===== config.mk =====
export PLATFORM = sky130hd
export DESIGN_NAME = sync_level_qual
export DESIGN_NICKNAME = d
export VERILOG_FILES = /design/src/rtl/pcs25g_pkg.sv /design/src/rtl/sat_cnt.sv /design/src/rtl/sync_level_qual.sv
export SDC_FILE = /design/constraint.sdc
export NUM_CORES = 1
export LEC_CHECK = 0
export CAP_MARGIN = 20
export CELL_PAD_IN_SITES_DETAIL_PLACEMENT = 0
export CELL_PAD_IN_SITES_GLOBAL_PLACEMENT = 1
export CORE_MARGIN = 2
export CORE_UTILIZATION = 30
export DETAILED_ROUTE_END_ITERATION = 8
export DONT_BUFFER_PORTS = 1
export PLACE_DENSITY = 0.6
export RECOVER_POWER = 50
export REMOVE_ABC_BUFFERS = 1
export SKIP_CTS_REPAIR_TIMING = 1
export SLEW_MARGIN = 20
export SYNTH_ARGS = -nofsm -noshare
export SYNTH_HDL_FRONTEND = slang
export SYNTH_SLANG_ARGS = --single-unit

===== constraint.sdc =====
create_clock -name clk -period 1.4 [get_ports clk]
set_input_delay 0.42 -clock clk [delete_from_list [all_inputs] [get_ports clk]]
set_output_delay 0.42 -clock clk [all_outputs]
set_load 0.02 [all_outputs]

===== src/rtl/pcs25g_pkg.sv =====
// Shared definitions for the 25G PCS status-qualification logic:
// qualifier state encodings and a ceiling-log2 helper.
package pcs25g_pkg;

  typedef enum logic [1:0] {
    QST_LOW  = 2'd0,
    QST_RISE = 2'd1,
    QST_HIGH = 2'd2,
    QST_FALL = 2'd3
  } qst_e;

  function automatic int clog2(input int value);
    int result;
    int v;
    result = 0;
    v = value - 1;
    while (v > 0) begin
      result = result + 1;
      v = v >> 1;
    end
    return result;
  endfunction

endpackage


===== src/rtl/sat_cnt.sv =====
// Saturating up-counter with synchronous clear; a clear that coincides
// with an increment leaves the count at 1 so the event is not lost.
module sat_cnt
  import pcs25g_pkg::*;
#(
  parameter int WIDTH = 8
) (
  input  logic             clk,
  input  logic             rst_n,
  input  logic             inc,
  input  logic             clr,
  output logic [WIDTH-1:0] cnt
);

  localparam logic [WIDTH-1:0] CNT_MAX = {WIDTH{1'b1}};
  localparam logic [WIDTH-1:0] CNT_ONE = WIDTH'(1);

  logic [WIDTH-1:0] r_cnt;

  // Count register: clear wins over hold, increment stops at all-ones
  always_ff @(posedge clk or negedge rst_n) begin
    if (!rst_n) begin
      r_cnt <= '0;
    end else if (clr) begin
      r_cnt <= inc ? CNT_ONE : '0;
    end else if (inc && (r_cnt != CNT_MAX)) begin
      r_cnt <= r_cnt + CNT_ONE;
    end else begin
      r_cnt <= r_cnt;
    end
  end

  assign cnt = r_cnt;

endmodule


===== src/rtl/sync_level_qual.sv =====
// Persistence filter for a synchronized status bit: separate rise/fall
// qualification windows, edge pulses and a saturating transition counter.
module sync_level_qual
  import pcs25g_pkg::*;
#(
  parameter int ON_CYCLES  = 16,
  parameter int OFF_CYCLES = 4,
  parameter int CNT_W      = 8
) (
  input  logic             clk,
  input  logic             rst_n,
  input  logic             din_sync,
  input  logic             cnt_clr,
  output logic             level,
  output logic             rise_pls,
  output logic             fall_pls,
  output logic             qualifying,
  output logic [CNT_W-1:0] toggle_cnt
);

  localparam int MAXC = (ON_CYCLES > OFF_CYCLES) ? ON_CYCLES : OFF_CYCLES;
  localparam int QW   = clog2(MAXC) + 1;
  localparam logic [QW-1:0] Q_ONE    = QW'(1);
  localparam logic [QW-1:0] ON_LAST  = QW'(ON_CYCLES - 1);
  localparam logic [QW-1:0] OFF_LAST = QW'(OFF_CYCLES - 1);

  if (ON_CYCLES < 1) begin : g_bad_on
    $error("sync_level_qual: ON_CYCLES must be >= 1");
  end
  if (OFF_CYCLES < 1) begin : g_bad_off
    $error("sync_level_qual: OFF_CYCLES must be >= 1");
  end
  if (CNT_W < 1) begin : g_bad_cnt
    $error("sync_level_qual: CNT_W must be >= 1");
  end

  qst_e          r_state;
  logic [QW-1:0] r_qcnt;
  logic          r_level;
  logic          r_rise_pls;
  logic          r_fall_pls;
  logic          r_qualifying;
  logic          w_event;

  // Qualification FSM; pulses default low so they last exactly one cycle
  always_ff @(posedge clk or negedge rst_n) begin
    if (!rst_n) begin
      r_state      <= QST_LOW;
      r_qcnt       <= '0;
      r_level      <= 1'b0;
      r_rise_pls   <= 1'b0;
      r_fall_pls   <= 1'b0;
      r_qualifying <= 1'b0;
    end else begin
      r_rise_pls <= 1'b0;
      r_fall_pls <= 1'b0;
      case (r_state)
        QST_LOW: begin
          if (din_sync && (ON_CYCLES == 1)) begin
            r_state      <= QST_HIGH;
            r_level      <= 1'b1;
            r_rise_pls   <= 1'b1;
            r_qcnt       <= '0;
            r_qualifying <= 1'b0;
          end else if (din_sync) begin
            r_state      <= QST_RISE;
            r_qcnt       <= Q_ONE;
            r_qualifying <= 1'b1;
          end else begin
            r_qcnt       <= '0;
            r_qualifying <= 1'b0;
          end
        end
        QST_RISE: begin
          if (din_sync && (r_qcnt == ON_LAST)) begin
            r_state      <= QST_HIGH;
            r_level      <= 1'b1;
            r_rise_pls   <= 1'b1;
            r_qcnt       <= '0;
            r_qualifying <= 1'b0;
          end else if (din_sync) begin
            r_qcnt       <= r_qcnt + Q_ONE;
            r_qualifying <= 1'b1;
          end else begin
            r_state      <= QST_LOW;
            r_qcnt       <= '0;
            r_qualifying <= 1'b0;
          end
        end
        QST_HIGH: begin
          if (!din_sync && (OFF_CYCLES == 1)) begin
            r_state      <= QST_LOW;
            r_level      <= 1'b0;
            r_fall_pls   <= 1'b1;
            r_qcnt       <= '0;
            r_qualifying <= 1'b0;
          end else if (!din_sync) begin
            r_state      <= QST_FALL;
            r_qcnt       <= Q_ONE;
            r_qualifying <= 1'b1;
          end else begin
            r_qcnt       <= '0;
            r_qualifying <= 1'b0;
          end
        end
        QST_FALL: begin
          if (!din_sync && (r_qcnt == OFF_LAST)) begin
            r_state      <= QST_LOW;
            r_level      <= 1'b0;
            r_fall_pls   <= 1'b1;
            r_qcnt       <= '0;
            r_qualifying <= 1'b0;
          end else if (!din_sync) begin
            r_qcnt       <= r_qcnt + Q_ONE;
            r_qualifying <= 1'b1;
          end else begin
            r_state      <= QST_HIGH;
            r_qcnt       <= '0;
            r_qualifying <= 1'b0;
          end
        end
        default: begin
          r_state      <= QST_LOW;
          r_level      <= 1'b0;
          r_qcnt       <= '0;
          r_qualifying <= 1'b0;
        end
      endcase
    end
  end

  // Transitions are counted from the registered pulse, so a clear issued
  // while a pulse is visible still lets that transition count as 1
  assign w_event = r_rise_pls | r_fall_pls;

  sat_cnt #(
    .WIDTH (CNT_W)
  ) u_sat_cnt (
    .clk   (clk),
    .rst_n (rst_n),
    .inc   (w_event),
    .clr   (cnt_clr),
    .cnt   (toggle_cnt)
  );

  assign level      = r_level;
  assign rise_pls   = r_rise_pls;
  assign fall_pls   = r_fall_pls;
  assign qualifying = r_qualifying;

endmodule

==> results_dict.tcl <==
set metrics [dict create \
    core.rowCount 20 \
    synth.top_cell.area_share_pct 47.7 \
    end_kind "flip-flop" \
    final_layout_size_suffix_gt1_share_pct 34.5 \
    path_max_fanout 7 \
    max_freq_mhz 679 \
    antenna_found_initial 0 \
    tritoncts "built" \
    hold_viol 0 \
    rsz0062_at_grt "true" \
    drt_first_pass_iters 3 \
    core_um2 3100 \
    wl_per_cell_um 13.6 \
    finalClockSkew_ns 0.00369 \
    ctsLongestPathBuffers 2 \
    synthArstFlopShare_pct 100 \
    synth_cell_types 38 \
    r2r_start "u_sat_cnt.cnt[0]$_DFFE_PN0P_" \
    route.vias.total 784 \
    ant_nets 0 \
    min_from "cnt_clr" \
    start_util_pct 32.1 \
    grt_use_total_pct 12.1 \
    r2r_cells 4 \
    r2r_end "u_sat_cnt.cnt[0]$_DFFE_PN0P_" \
    vdd_drop_max_mv 0.556 \
    clockRootBuffer "clkbuf_4" \
    finalMaxSlewViolations 0 \
    utilization_pct 41.8 \
    cts.clk_slew.worst_paths_ns 0.12 \
    status "finished, violations left" \
    hp-class "in2reg" \
    crit_required_ns 1.60 \
    die_area_um2 3800 \
    relSlewSlack_pct 41.0 \
    clock-sinks 19 \
    ff2ff_setup_slack_ns -0.07 \
    ys_seq_area_share_pct 47.7 \
    grt_pass1_vias 755 \
    cts_buffers 3 \
    fin_crit_ns 1.47 \
    grt_pass1_wl_um 3310 \
    min_to "u_sat_cnt.cnt[7]$_DFFE_PN0P_" \
    worstPathCellList "ha_1, and3_2, a2111o_1, o311a_1" \
    drt_iter0_markers 17 \
    dp.cells 150 \
    violations "setup timing" \
    synthesis.area_um2 996 \
    grt_remaining_overflow 0 \
    syn_to_final_growth_pct 30.2 \
    clk_latency_ns 0.30 \
    cp-start-kind "flip-flop" \
    timing.final.ws_setup_ns -0.0719 \
    slowest_stage "dfrtp_1" \
    fin_area_um2 1300 \
    crit_buf_inv 0 \
    synthCells 94 \
    die_h_um 61.6 \
    route.final.wire_length_um 2170 \
    routed_via_density 4.90 \
    busiest_layer "met2" \
    cp_top_family "compound AO/OA/AOI/OAI gates" \
    min_path_cells 1 \
    synth_edf_count 0 \
    period_share_pct 105 \
    setup_violations 11 \
    p_per_area_nw_per_um2 854 \
    grtUsageMet3_pct 3.99 \
    leakagePower_nw 0.536 \
    worst_slew_pin_slew_ns 0.881 \
    ys_dominant_reg_cell "dfrtp_1" \
    htree_levels 1 \
    synth-warning-count 0 \
    avgSynthCellArea_um2 10.6 \
    drv_cap 0 \
    grt_max_degree 20 \
    crit_arrival_ns 1.67 \
    grt.met1_usage_pct 15.3 \
    pin_count 16 \
    crit_path_max_incr_delay_ns 0.40 \
    antennaDiodeCount 0 \
    yosysTopAreaCell "dfrtp_1" \
    yosys-top-cells-area "dfrtp_1 48%, ha_1 3.8%, nor3b_1 3.8%" \
    critPathKind "reg2reg" \
    gr-usage-met2_pct 19.5 \
    die_x_um 61.6 \
    drc 0 \
    finalNonFillerCells 160 \
    layout.nets 124 \
    hpwlAfterDp_um 1570 \
    place_area_um2 1140 \
    numPortBuffers 0 \
    gp_congestion 0.795 \
    synth_seq_cells 19 \
]
-- how the worst max path moves through the flow --
stage                     depth (start not counted)                           end                    startpoint
after floorplan                                   4  u_sat_cnt.cnt[0]$_DFFE_PN0P_  u_sat_cnt.cnt[0]$_DFFE_PN0P_
after global placement                            4  u_sat_cnt.cnt[0]$_DFFE_PN0P_  u_sat_cnt.cnt[0]$_DFFE_PN0P_
after detailed placement                          5           r_qcnt[2]$_DFF_PN0_           r_qcnt[0]$_DFF_PN0_
after CTS                                         5           r_qcnt[2]$_DFF_PN0_           r_qcnt[0]$_DFF_PN0_
after global routing                              5             level$_DFFE_PN0P_           r_qcnt[1]$_DFF_PN0_
final                                             4  u_sat_cnt.cnt[0]$_DFFE_PN0P_  u_sat_cnt.cnt[0]$_DFFE_PN0P_
-- where the power goes --
group / switching, W / leakage (nW) / internal [W]
Sequential: 0.0000508 / 0.252 / 0.000584
Clock: 0.000186 / 0.0139 / 0.000109
Combinational: 0.0000791 / 0.270 / 0.0000990
-- layer usage --
metal	up-vias	share of wire, %
li1	386	-
met1	381	45
met2	15	49
met3	2	5.3
met4	0	0.46
met5	-	0
-- flip-flops by register name, indices dropped and copies added, names as in the netlist --
register / count
fall_pls: 1
level: 1
u_sat_cnt.cnt: 8
rise_pls: 1
r_state: 2
r_qcnt: 5
qualifying: 1
-- worst register-to-register path: stages, from the launching register on --
cell	delay [ns]
dfrtp_1	0.40
ha_1	0.21
and3_2	0.25
a2111o_1	0.38
o311a_1	0.13
-- synth_stat cells (all sizes together) (2+ instances only) --
master and instances:
mux2 2, clkbuf 2, nand2 6, o21a 2, ha 3, nor4b 2, nand4 2, o21ai 3
inv 5, nor2b 2, buf 2, nand2b 5, dfrtp 19, and3 2, nor3b 5, a21oi 5
or2 2, a211oi 3, nor2 5
-- cell families (layout without fill, tap and decap cells) --
kind of cell	count (synthesis)	count (layout)	synth area share [%]
AND/OR/NAND/NOR	35	35	22.2
multiplexers	3	3	3.27
XOR/XNOR	2	2	1.76
AO/OA/AOI/OAI	23	23	16.3
buffers and inverters	9	31	4.90
flip-flops	19	19	47.7
adder cells (fa/ha/maj)	3	3	3.77
-- layout make-up --
cell class	count	area [um2]
fillers	339	1810
multi-input cells	66	547
flip-flops and latches	19	475
repair buffers	22	170
well taps	44	55.1
clock buffers	3	22.5
inverters	5	18.8
clock inverters	1	7.51
-- metrics by stage --
| stage | setup slack, ns | total power [W] | hold slack (ns) | setup TNS (ns) |
|---|---|---|---|---|
| after floorplan | -0.141 | 0.000726 | 0.124 | -0.485 |
| after global placement | -0.0694 | 0.000769 | 0.125 | -0.342 |
| after detailed placement | -0.124 | 0.000774 | 0.125 | -0.908 |
| after CTS | -0.144 | 0.00107 | -0.221 | -1.19 |
| after global routing | -0.154 | 0.00118 | 0.127 | -1.51 |
| final | -0.0719 | 0.00111 | 0.159 | -0.404 |
-- cell usage in the layout (no fill, tap or decap), types with 2 or more instances in the layout --
master    Yosys  routed
buf_4         0      14
nor2b_1       2       2
a21oi_2       0       3
dfrtp_1      19      19
ha_2          0       2
o21ai_0       2       2
mux2_1        2       2
a211oi_1      3       2
nor3b_1       5       3
inv_1         5       5
o21a_1        2       2
clkbuf_4      0       6
nand4_1       2       2
nor3b_2       0       2
nand2_1       6       6
nand2b_1      5       5
nor2_1        5       4
or2_1         2       2
a21oi_1       5       2
buf_6         2       2
buf_2         0       2
Power figures use the tool's default switching activity.
